--- config.mk ---
export PLATFORM = sky130hd
export DESIGN_NAME = fir_mem_sequencer
export DESIGN_NICKNAME = d
export VERILOG_FILES = /design/src/rtl/fir_seq_pkg.sv /design/src/rtl/valid_pipe.sv /design/src/rtl/fir_mem_sequencer.sv
export SDC_FILE = /design/constraint.sdc
export NUM_CORES = 1
export LEC_CHECK = 0
export CAP_MARGIN = 0
export CORE_UTILIZATION = 31
export CTS_CLUSTER_SIZE = 40
export DETAILED_ROUTE_END_ITERATION = 8
export PLACE_DENSITY_LB_ADDON = 0.12
export REMOVE_ABC_BUFFERS = 1
export SYNTH_ARGS = -nofsm -noshare
export SYNTH_HDL_FRONTEND = slang
export SYNTH_SLANG_ARGS = --single-unit
--- constraint.sdc ---
create_clock -name clk -period 2.01 [get_ports clk]
set_input_delay 0.603 -clock clk [delete_from_list [all_inputs] [get_ports clk]]
set_output_delay 0.603 -clock clk [all_outputs]
set_load 0.005 [all_outputs]
--- src/rtl/fir_seq_pkg.sv ---
// Shared types and constants for the FIR memory sequencer.
// Pure declarations: no latency, no backpressure.
package fir_seq_pkg;

  localparam int ADDR_W      = 8;
  localparam int RAM_DEPTH   = 1 << ADDR_W;
  localparam int LAT_DEFAULT = 6;

  typedef enum logic [1:0] {
    ST_IDLE,
    ST_RUN,
    ST_DRAIN,
    ST_DONE
  } state_e;

endpackage

--- src/rtl/valid_pipe.sv ---
// LAT-deep 1-bit shift register aligning read issue with the matching write.
// Latency LAT cycles din->tail; no backpressure, synchronous clear wins over din.
module valid_pipe
  import fir_seq_pkg::*;
#(
  parameter int LAT = LAT_DEFAULT
) (
  input  logic clk,
  input  logic rstn,
  input  logic clr,
  input  logic din,
  output logic tail
);

  logic [LAT-1:0] sr_q;
  logic [LAT-1:0] sr_d;

  always_comb begin
    sr_d = '0;
    if (!clr) begin
      sr_d[0] = din;
      for (int i = 1; i < LAT; i++) begin
        sr_d[i] = sr_q[i-1];
      end
    end
  end

  always_ff @(posedge clk or negedge rstn) begin
    if (!rstn) begin
      sr_q <= '0;
    end else begin
      sr_q <= sr_d;
    end
  end

  assign tail = sr_q[LAT-1];

endmodule

--- src/rtl/fir_mem_sequencer.sv ---
// Streams len+1 samples from the input RAM through the filter into the output RAM.
// Job takes len+LAT+2 cycles from start; no backpressure, start ignored while busy.
module fir_mem_sequencer #(
  parameter int ADDR_W   = 8,
  parameter int RD_LAT   = 1,
  parameter int FILT_LAT = 5
) (
  input  logic              clk,
  input  logic              rstn,
  input  logic              start,
  input  logic              abort,
  input  logic [ADDR_W-1:0] len,
  output logic              busy,
  output logic              done,
  output logic              in_nce,
  output logic              in_nwrt,
  output logic [ADDR_W-1:0] in_addr,
  output logic              out_nce,
  output logic              out_nwrt,
  output logic [ADDR_W-1:0] out_addr
);

  import fir_seq_pkg::*;

  localparam int LAT = RD_LAT + FILT_LAT;

  state_e              state_q, state_d;
  logic [ADDR_W-1:0]   len_q, len_d;
  logic [ADDR_W-1:0]   rd_cnt_q, rd_cnt_d;
  logic [ADDR_W-1:0]   wr_cnt_q, wr_cnt_d;
  logic [ADDR_W-1:0]   out_addr_q, out_addr_d;
  logic                in_nce_q, in_nce_d;
  logic                out_nce_q, out_nce_d;
  logic                out_nwrt_q, out_nwrt_d;
  logic                busy_q, busy_d;
  logic                done_q, done_d;
  logic                rd_issue;
  logic                pipe_clr;
  logic                vld_tail;
  logic                last_rd;
  logic                last_wr;

  valid_pipe #(
    .LAT (LAT)
  ) u_valid_pipe (
    .clk  (clk),
    .rstn (rstn),
    .clr  (pipe_clr),
    .din  (rd_issue),
    .tail (vld_tail)
  );

  assign last_rd = (rd_cnt_q == len_q);
  // The final write is already on the bus when this is seen, so DONE follows it.
  assign last_wr = !out_nce_q && (out_addr_q == len_q);

  always_comb begin
    state_d    = state_q;
    len_d      = len_q;
    rd_cnt_d   = rd_cnt_q;
    wr_cnt_d   = wr_cnt_q;
    out_addr_d = out_addr_q;
    in_nce_d   = 1'b1;
    out_nce_d  = 1'b1;
    out_nwrt_d = 1'b1;
    busy_d     = busy_q;
    done_d     = 1'b0;
    rd_issue   = 1'b0;
    pipe_clr   = 1'b0;

    case (state_q)
      ST_IDLE: begin
        if (start) begin
          state_d  = ST_RUN;
          len_d    = len;
          rd_cnt_d = '0;
          in_nce_d = 1'b0;
          rd_issue = 1'b1;
          busy_d   = 1'b1;
        end
      end

      ST_RUN, ST_DRAIN: begin
        if (abort) begin
          state_d  = ST_IDLE;
          busy_d   = 1'b0;
          pipe_clr = 1'b1;
          rd_cnt_d = '0;
          wr_cnt_d = '0;
        end else begin
          if (state_q == ST_RUN) begin
            if (last_rd) begin
              state_d = ST_DRAIN;
            end else begin
              rd_cnt_d = rd_cnt_q + 1'b1;
              in_nce_d = 1'b0;
              rd_issue = 1'b1;
            end
          end

          if (vld_tail) begin
            out_nce_d  = 1'b0;
            out_nwrt_d = 1'b0;
            out_addr_d = wr_cnt_q;
            if (wr_cnt_q != len_q) begin
              wr_cnt_d = wr_cnt_q + 1'b1;
            end
          end

          if (state_q == ST_DRAIN && last_wr) begin
            state_d  = ST_DONE;
            done_d   = 1'b1;
            busy_d   = 1'b0;
            rd_cnt_d = '0;
            wr_cnt_d = '0;
          end
        end
      end

      ST_DONE: begin
        state_d = ST_IDLE;
      end

      default: begin
        state_d = ST_IDLE;
      end
    endcase
  end

  always_ff @(posedge clk or negedge rstn) begin
    if (!rstn) begin
      state_q    <= ST_IDLE;
      len_q      <= '0;
      rd_cnt_q   <= '0;
      wr_cnt_q   <= '0;
      out_addr_q <= '0;
      in_nce_q   <= 1'b1;
      out_nce_q  <= 1'b1;
      out_nwrt_q <= 1'b1;
      busy_q     <= 1'b0;
      done_q     <= 1'b0;
    end else begin
      state_q    <= state_d;
      len_q      <= len_d;
      rd_cnt_q   <= rd_cnt_d;
      wr_cnt_q   <= wr_cnt_d;
      out_addr_q <= out_addr_d;
      in_nce_q   <= in_nce_d;
      out_nce_q  <= out_nce_d;
      out_nwrt_q <= out_nwrt_d;
      busy_q     <= busy_d;
      done_q     <= done_d;
    end
  end

  assign busy     = busy_q;
  assign done     = done_q;
  assign in_nce   = in_nce_q;
  assign in_nwrt  = 1'b1;
  assign in_addr  = rd_cnt_q;
  assign out_nce  = out_nce_q;
  assign out_nwrt = out_nwrt_q;
  assign out_addr = out_addr_q;

endmodule
==> impl_metrics.toml, run 1 <==
[status]
run_status = "finished clean"

[detailed_routing]
routed_length_per_instance_um = 15.1
final_routed_wirelength_across_all_metal_layers_mm = 6.09
route.top_layer_used = "met4"
wl_met1_mm = 2.91
viasPerCell = 4.85
drtPass1Iterations = 4
dr_wl_met2_mm = 2.94
routed-via-count = 1948
met3_length_um = 169
drt_first_iter_violations = 91
remaining_drc_errors = 0
postRouteAntennaNets = 0

[floorplan]
die-height_um = 90.0
die_area_sq_um = 8100
core-area_sq_um = 7370
die_x_um = 90.0
row_count = 31
floorplan.io_pins = 34
start_util_pct = 32.6

[timing]
timing.final.crit_period_ps = 1950
grt_setup_unrepaired = "yes"
setup-violations-final = 0
finalCritPeriodShare_pct = 97.1
worst_clock_skew_ps = 10.6
clock.fmax_ghz = 0.512
hold_violations = 0
slew_violations = 0

[worst_setup_path]
setup.worst_path.end_class = "output pin"
path_class = "reg2out"
setup.worst_path.start_class = "register"
required_ps = 1410
worstPathCellList = "clkdlybuf4s50_1"
timing.critical_path.max_delay_family = "flip-flops"
max_stage_delay_ps = 550
timing.critical_path.buf_inv = 1
cp_data_arrival_time_ps = 1350
cp_max_fo = 3
slowest_stage_cell_crit_path = "dfstp_2"

[clocking]
cts_tree = "done"
clock_sink_count = 44
cts_buffers = 5
cts.htree.levels = 2
clock_insertion_delay_worst_skew_ps = 300
root_driver = "clkbuf_8"
clk_path_buf_depth = 2
cts.clk_slew.worst_paths_ps = 90

[synthesis]
syn_area_sq_um = 2400
synth_mux_area_share_pct = 5.58
post_synth.cell_area_avg_sq_um = 10.5
synth_xor_area_share_pct = 8.76
simple_gate_share_of_the_synthesized_area_pct = 16.3
synth_sequential_area_ratio_pct = 46.0
dominant_combinational_cell_family_by_area_after_synthesis = "compound AO/OA/AOI/OAI gates"
yosys.cell_types.count = 56
syn_inst = 228
synth-compound-area-share_pct = 16.7
postSynth.topFlopCell = "dfrtp_1"
ys_seq_elements = 44
number_of_enable_flip_flop_cells_after_synthesis = 0
async_reset_ff_share_pct = 100
post_synth_fa_ha_maj_area_fraction_pct = 3.13
synth-warning-count = 0

[grt]
grt_first_pass_wirelength_mm = 10.2
antenna_found_initial = 0
via_count_of_the_first_global_routing_pass = 1962
global_route.usage.total_pct = 16.0
grt_overflow_total = 0
grt_start_max_net_pins = 45

[final_layout]
final.fill_count = 716
layout_commonest_cell = "dfrtp_1"
layout.nets = 320
drive_gt1_share_pct = 25.1
post_layout_nonfiller_instances = 402
final_cell_utilization_of_the_core_pct = 44.8
layout-area-overhead-vs-synth_pct = 37.6
final_cell_mix = "dfrtp_1 (42), buf_4 (38), clkdlybuf4s50_1 (31)"
design_area_sq_um = 3300
insertedDiodeCount = 0

[place]
post-dp-hpwl_mm = 4.51
placed_cell_area_sq_um = 3130
placedCellCount = 390
gp_congestion = 0.810
io_buffers = 32

[run]
cap_viol_max_count = 0

[power_and_ir_drop]
p_leak_nw = 1.42
maximum_vdd_ir_drop_mv = 0.393
power_density_nw_per_um2 = 1150

[worst_hold_path]
min-delay-path-class = "in2async"
cells by family after synthesis:
logic type	after synthesis
mux	12
simple gates	69
xor+xnor	24
compound gates	55
fa+ha+maj	6
other cells	1
flops	44
buf+inv	17
per-layer routing:
metal | GRT usage, % | up-vias
met5 | 0 | -
met4 | 4.03 | 0
met2 | 25.8 | 34
met1 | 22.0 | 944
met3 | 3.30 | 7
li1 | - | 963
area by class of cell:
| type | instances | area [sq um] | area share, % |
|---|---|---|---|
| multi-input combinational | 167 | 1240 | 37.5 |
| sequential | 44 | 1100 | 33.4 |
| timing repair buffer | 75 | 692 | 20.9 |
| tap | 99 | 124 | 3.75 |
| clock buffer | 5 | 68.8 | 2.08 |
| clock inverter | 3 | 42.5 | 1.29 |
| inverter | 9 | 33.8 | 1.02 |
synthesized netlist by cell type, types with 2 or more instances:
library cell  instances  share of area [%]
inv_1                 9                1.4
a31o_1                2               0.73
o2bb2ai_1             3                1.1
buf_4                 2               0.63
ha_1                  6                3.1
a21oi_1               3               0.63
nand2_1              22                3.4
nand4_1               5                1.3
o311ai_1              2               0.73
xor2_1                8                2.9
mux2_2               11                5.2
nor2_1                6               0.94
o21ai_1               2               0.42
nand3_1               6                1.3
clkbuf_1              3               0.47
o211ai_1              3               0.94
xnor2_1              16                5.8
nor2b_1               2               0.52
a31oi_1               5                1.3
nor3_1                3               0.63
o31ai_1               3               0.94
nand2b_1              3               0.78
a211o_1               2               0.73
and4_1                2               0.73
o21ai_0              17                3.5
or3_1                 3               0.78
dfrtp_1              42                 44
dfstp_2               2                2.2
and2_1                8                2.1
repair_timing:
action,CTS,global route
setup endpoints to repair,0,13
gates resized for setup,0,5
hold buffers,0,0
setup buffers,0,4
worst paths after layout:
check                                startpoint                    to  slack (ps)  depth (start not counted)
hold reg to reg            u_valid_pipe.sr_q[0]  u_valid_pipe.sr_q[1]         450                          1
setup reg to reg                     state_q[1]            in_addr[7]          90                          7
max in group asynchronous                  rstn              out_nwrt        1450                          2
setup / recovery                       out_nwrt               out_nce          60                          1
hold / removal                             rstn            in_addr[5]         250                          2
min in group clk           u_valid_pipe.sr_q[0]  u_valid_pipe.sr_q[1]         450                          1
sequential cells by signal, summed over array words and instances, names as in the netlist:
| signal | flops |
|---|---|
| in_addr | 8 |
| len_q | 8 |
| out_addr | 8 |
| wr_cnt_q | 8 |
| u_valid_pipe.sr_q | 6 |
| state_q | 2 |
| busy | 1 |
| done | 1 |
| in_nce | 1 |
| out_nwrt | 1 |
report_power, final:
part	switching (mW)	internal, mW	total, mW
sequential	0.245	1.13	1.37
combinational	0.794	0.924	1.72
clock	0.327	0.368	0.695
per-stage QoR:
stage	setup slack, ps	hold slack, ps	setup TNS, ps	power, mW
after floorplan	7.19	307	0	2.24
after global placement	-104	432	-817	3.07
after detailed placement	-132	440	-938	3.07
after CTS	21.6	280	0	3.79
after global routing	-21.5	293	-51.0	4.06
final	57.9	251	0	3.79
(Power assumes the default switching activity.)
==> run 2, diff against run 1 <==
--- a/config.mk
+++ b/config.mk
@@ -11,6 +11,7 @@
 export DETAILED_ROUTE_END_ITERATION = 8
 export PLACE_DENSITY_LB_ADDON = 0.12
 export REMOVE_ABC_BUFFERS = 1
+export SETUP_SLACK_MARGIN = 0.2
 export SYNTH_ARGS = -nofsm -noshare
 export SYNTH_HDL_FRONTEND = slang
 export SYNTH_SLANG_ARGS = --single-unit
==> impl_metrics.toml, run 2 (synthesis results as in run 1) <==
[status]
run_status = "finished clean"

[detailed_routing]
remaining_drc_errors = 0
drt_first_iter_violations = 78
viasPerCell = 4.83
final_routed_wirelength_across_all_metal_layers_mm = 6.41
postRouteAntennaNets = 0
routed_length_per_instance_um = 15.2
drtPass1Iterations = 4
routed-via-count = 2041

[power_and_ir_drop]
power.share.combinational_pct = 48.6
power_switching_mw = 1.49
pwr-share-seq_pct = 34.4
power_density_nw_per_um2 = 1130
p_leak_nw = 1.66
pwr-share-clk_pct = 17.0
maximum_vdd_ir_drop_mv = 0.373
power_switching_share_pct = 36.4
internal_power_mw = 2.60

[clocking]
cts.htree.levels = 2
clock_sink_count = 44
cts_buffers = 5
root_driver = "clkbuf_8"
cts_tree = "done"
clk_path_buf_depth = 2
cts.clk_slew.worst_paths_ps = 90
clock_insertion_delay_worst_skew_ps = 300

[final_layout]
layout.nets = 341
final_cell_mix = "buf_4 (53), dfrtp_1 (35), nand2_1 (21)"
sequential_cell_area_in_the_final_layout_sq_um = 1110
multi_input_area_sq_um = 1380
layout_commonest_cell = "buf_4"
layout-area-overhead-vs-synth_pct = 50.7
drive_gt1_share_pct = 37.3
design_area_sq_um = 3620
insertedDiodeCount = 0
final.fill_count = 707

[place]
post-dp-hpwl_mm = 4.51
place_ws_ps = -132
gp_congestion = 0.810
io_buffers = 32
placed_cell_area_sq_um = 3130

[grt]
grt_first_pass_wirelength_mm = 10.6
grt_overflow_total = 0
via_count_of_the_first_global_routing_pass = 2021
grt_start_max_net_pins = 45
global_route.usage.total_pct = 16.6
antenna_found_initial = 0

[floorplan]
row_count = 31
start_util_pct = 32.6
floorplan.io_pins = 34
die-height_um = 90.0
die_area_sq_um = 8100
core-area_sq_um = 7370
die_x_um = 90.0

[run]
cap_viol_max_count = 0

[timing]
hold_violations = 0
setup-violations-final = 0
timing.final.crit_period_ps = 1850
hold-worst-slack_ps = 261
finalCritPeriodShare_pct = 92.1
worst_clock_skew_ps = 10.7
clock.fmax_ghz = 0.540
grt_setup_unrepaired = "yes"
setup_slack_ps = 158
slew_violations = 0

[worst_setup_path]
required_ps = 2250
r2r_slack_ps = 160
worstPathCellList = "buf_6 -> xnor2_2 -> nand4_1 -> or3_4 -> a31oi_4 -> o32a_1"
worst_setup_path_endpoint = "state_q[0]"
cp_data_arrival_time_ps = 2090
max_stage_delay_ps = 500
slowest_stage_cell_crit_path = "or3_4"
worst_r2r_endpoint = "state_q[0]"
timing.rr.start = "len_q[7]"
setup.worst_path.start_class = "register"
cp_max_fo = 7
worst_setup_path_startpoint = "len_q[7]"
r2r_cells = 6
path_class = "reg2reg"
setup.worst_path.end_class = "register"

[worst_hold_path]
min-delay-path-class = "in2async"
-- run 2: cell count changes in the layout (fill, tap and decap cells not counted), moves of 6 or more --
cell	change
dfrtp_2	+7
clkdlybuf4s50_1	-17
dlygate4sd2_1	+15
buf_4	+15
buf_6	+6
dfrtp_1	-7
-- run 2: power groups by stage --
stage	clock [mW]	combinational (mW)	sequential [mW]
3_3_place_gp	0	1.67	1.40
2_1_floorplan	0	0.873	1.37
5_1_grt	0.757	2.16	1.44
3_5_place_dp	0	1.67	1.40
4_1_cts	0.720	1.79	1.39
6_report	0.695	1.99	1.41
-- run 2: worst max-delay path: cells and delay by family, from the launching register on --
kind            cells  cell delay (ps)
simple gates        2              780
xor+xnor            1              120
buf+inv             1              140
flops               1              420
compound gates      2              320
-- run 2: how the worst min path moves through the flow --
stage                               startpoint              endpoint
after detailed placement  u_valid_pipe.sr_q[3]  u_valid_pipe.sr_q[4]
after CTS                                 rstn                  busy
after floorplan                           rstn                  busy
final                                     rstn            in_addr[5]
after global routing                      rstn           wr_cnt_q[7]
after global placement    u_valid_pipe.sr_q[4]  u_valid_pipe.sr_q[5]
-- run 2: layer usage --
layer / vias up / GRT usage, % / routed length (um)
li1: 1001 / - / -
met1: 1008 / 23.2 / 3060
met3: 5 / 3.13 / 149
met5: - / 0 / 0
met2: 27 / 26.7 / 3140
met4: 0 / 3.90 / 61
-- run 2: metrics by stage --
step | setup TNS, ps | utilization (%) | total power [mW] | instances
2_1_floorplan | 0 | - | 2.24 | 220
3_3_place_gp | -817 | 42.5 | 3.07 | 390
3_5_place_dp | -938 | 42.5 | 3.07 | 390
4_1_cts | 0 | 46.3 | 3.90 | 414
5_1_grt | 0 | 49.1 | 4.36 | 423
6_report | 0 | 49.1 | 4.09 | 423
-- run 2: cell type report --
class / instances / share of cell area [%]
timing repair buffer: 96 / 23.7
multi-input combinational: 167 / 38.1
sequential: 44 / 30.8
clock buffer: 5 / 1.90
tap: 99 / 3.43
inverter: 9 / 0.934
clock inverter: 3 / 1.18
-- run 2: timing repair --
item | 4_1_cts | 5_1_grt
setup endpoints to repair | 30 | 22
pin swaps | 1 | 16
endpoints found under the hold margin | 0 | 0
setup buffers | 16 | 9
hold buffers | 0 | 0
resized for setup | 29 | 33
==> run 3, diff against run 2 <==
--- a/config.mk
+++ b/config.mk
@@ -6,6 +6,8 @@
 export NUM_CORES = 1
 export LEC_CHECK = 0
 export CAP_MARGIN = 0
+export CELL_PAD_IN_SITES_DETAIL_PLACEMENT = 0
+export CELL_PAD_IN_SITES_GLOBAL_PLACEMENT = 1
 export CORE_UTILIZATION = 31
 export CTS_CLUSTER_SIZE = 40
 export DETAILED_ROUTE_END_ITERATION = 8
==> constraint.sdc (replaced) <==
create_clock -name clk -period 2.2 [get_ports clk]
set_input_delay 0.66 -clock clk [delete_from_list [all_inputs] [get_ports clk]]
set_output_delay 0.66 -clock clk [all_outputs]
set_load 0.005 [all_outputs]
==> impl_metrics.toml, run 3 (synthesis results as in run 1) <==
[status]
run_status = "finished clean"

[floorplan]
start_util_pct = 32.6
core-area_sq_um = 7370
floorplan.io_pins = 34
die_area_sq_um = 8100
die_x_um = 90.0
die-height_um = 90.0
row_count = 31

[timing]
timing.final.crit_period_ps = 1980
hold_violations = 0
setup-violations-final = 0
worst_clock_skew_ps = 10.3
setup_slack_ps = 221
setup_total_negative_slack_ps = 0
grt_setup_unrepaired = "yes"
finalCritPeriodShare_pct = 90.0
transition_time_at_the_pin_with_the_least_slew_margin_ps = 570
slew-limit-headroom_pct = 62.0
clock.fmax_ghz = 0.505
slew_violations = 0

[detailed_routing]
postRouteAntennaNets = 0
viasPerCell = 4.93
routed-via-count = 1911
remaining_drc_errors = 0
drt_first_iter_violations = 62
final_routed_wirelength_across_all_metal_layers_mm = 6.02
routed_length_per_instance_um = 15.5
drtPass1Iterations = 4

[power_and_ir_drop]
power.share.combinational_pct = 42.4
internal_power_mw = 1.97
pwr-share-clk_pct = 16.9
power_switching_share_pct = 37.8
power_switching_mw = 1.20
maximum_vdd_ir_drop_mv = 0.414
power_density_nw_per_um2 = 1010
p_leak_nw = 1.34
pwr-share-seq_pct = 40.7

[place]
gp_congestion = 0.782
post-dp-hpwl_mm = 4.44
io_buffers = 32
place_ws_ps = 35.1

[final_layout]
drive_gt1_share_pct = 21.8
final_cell_mix = "dfrtp_1 (39), clkdlybuf4s50_1 (27), buf_4 (27)"
layout_commonest_cell = "dfrtp_1"
insertedDiodeCount = 0
layout.nets = 306
layout-area-overhead-vs-synth_pct = 30.4

[worst_setup_path]
cp_data_arrival_time_ps = 1320
setup.worst_path.start_class = "register"
required_ps = 1540
setup.worst_path.end_class = "output pin"
path_class = "reg2out"
cp_max_fo = 6

[grt]
grt_overflow_total = 0
global_route.usage.total_pct = 16.0
antenna_found_initial = 0
grt_first_pass_wirelength_mm = 10.1
grt_start_max_net_pins = 45
via_count_of_the_first_global_routing_pass = 2042

[clocking]
hold_buffers = 0
cts.clk_slew.worst_paths_ps = 90
cts_buffers = 5
clock_sink_count = 44
clk_path_buf_depth = 2
cts_tree = "done"
cts.htree.levels = 2
clock_insertion_delay_worst_skew_ps = 300
root_driver = "clkbuf_8"

[worst_hold_path]
min-delay-path-class = "in2async"

[run]
cap_viol_max_count = 0
## run 3: cell types whose count changed in the layout (fill, tap and decap cells not counted), moves of 2 or more
cell,before,now
buf_4,53,27
dlygate4sd2_1,15,1
clkdlybuf4s50_1,14,27
buf_6,7,2
buf_12,4,0
dfrtp_1,35,39
dfrtp_2,7,3
xnor2_1,12,16
xnor2_2,4,0
xor2_1,4,8
xor2_2,3,0
o21ai_0,13,15
## run 3: worst paths after layout
kind	from	endpoint	slack, ps	depth (start not counted)
max	in_addr[5]	in_addr[5]	220	2
min	rstn	in_addr[5]	430	2
max reg2reg	len_q[2]	state_q[0]	330	5
min reg2reg	u_valid_pipe.sr_q[0]	u_valid_pipe.sr_q[1]	460	1
max in group asynchronous	rstn	in_addr[2]	1350	2
min in group clk	u_valid_pipe.sr_q[0]	u_valid_pipe.sr_q[1]	460	1
## run 3: critical path: stages (launching register included)
cell             delay (ps)
dfrtp_1                 370
buf_4                   150
clkdlybuf4s50_1         500
## run 3: layer usage
layer	global-route usage (%)	part of all wire, %	up-vias	wire (um)
li1	-	-	934	-
met5	0	0	-	0
met4	6.72	2.2	0	134
met3	3.13	2.4	9	147
met1	20.2	47	944	2830
met2	26.9	48	24	2910
## run 3: area by class of cell
class | instances | area (sq um)
repair buffers | 61 | 547
fillers | 742 | 4240
clock inverters | 2 | 10.0
multi-input cells | 167 | 1220
inverters | 9 | 33.8
clock buffers | 6 | 82.6
well taps | 99 | 124
flip-flops and latches | 44 | 1110
## run 3: through the flow
step	hold WS [ps]	utilization, %	total power, mW	std cells	area [sq um]
3_3_place_gp	433	40.1	2.61	373	2960
4_1_cts	456	42.1	3.21	387	3100
2_1_floorplan	364	-	2.04	220	2350
5_1_grt	489	42.5	3.42	388	3130
6_report	433	42.5	3.17	388	3130
3_5_place_dp	442	40.1	2.61	373	2960
## run 3: timing repair
action                     in CTS  in global routing
pin swaps                       1                  0
gates resized for setup         3                 10
setup buffers                   6                  1
setup endpoints to repair      10                 14
## run 3: power by group through the flow
| stage | clock, mW | combinational [mW] | sequential, mW |
|---|---|---|---|
| 2_1_floorplan | 0 | 0.797 | 1.25 |
| 3_3_place_gp | 0 | 1.29 | 1.32 |
| 3_5_place_dp | 0 | 1.29 | 1.32 |
| 4_1_cts | 0.562 | 1.35 | 1.30 |
| 5_1_grt | 0.598 | 1.49 | 1.33 |
| 6_report | 0.535 | 1.34 | 1.29 |
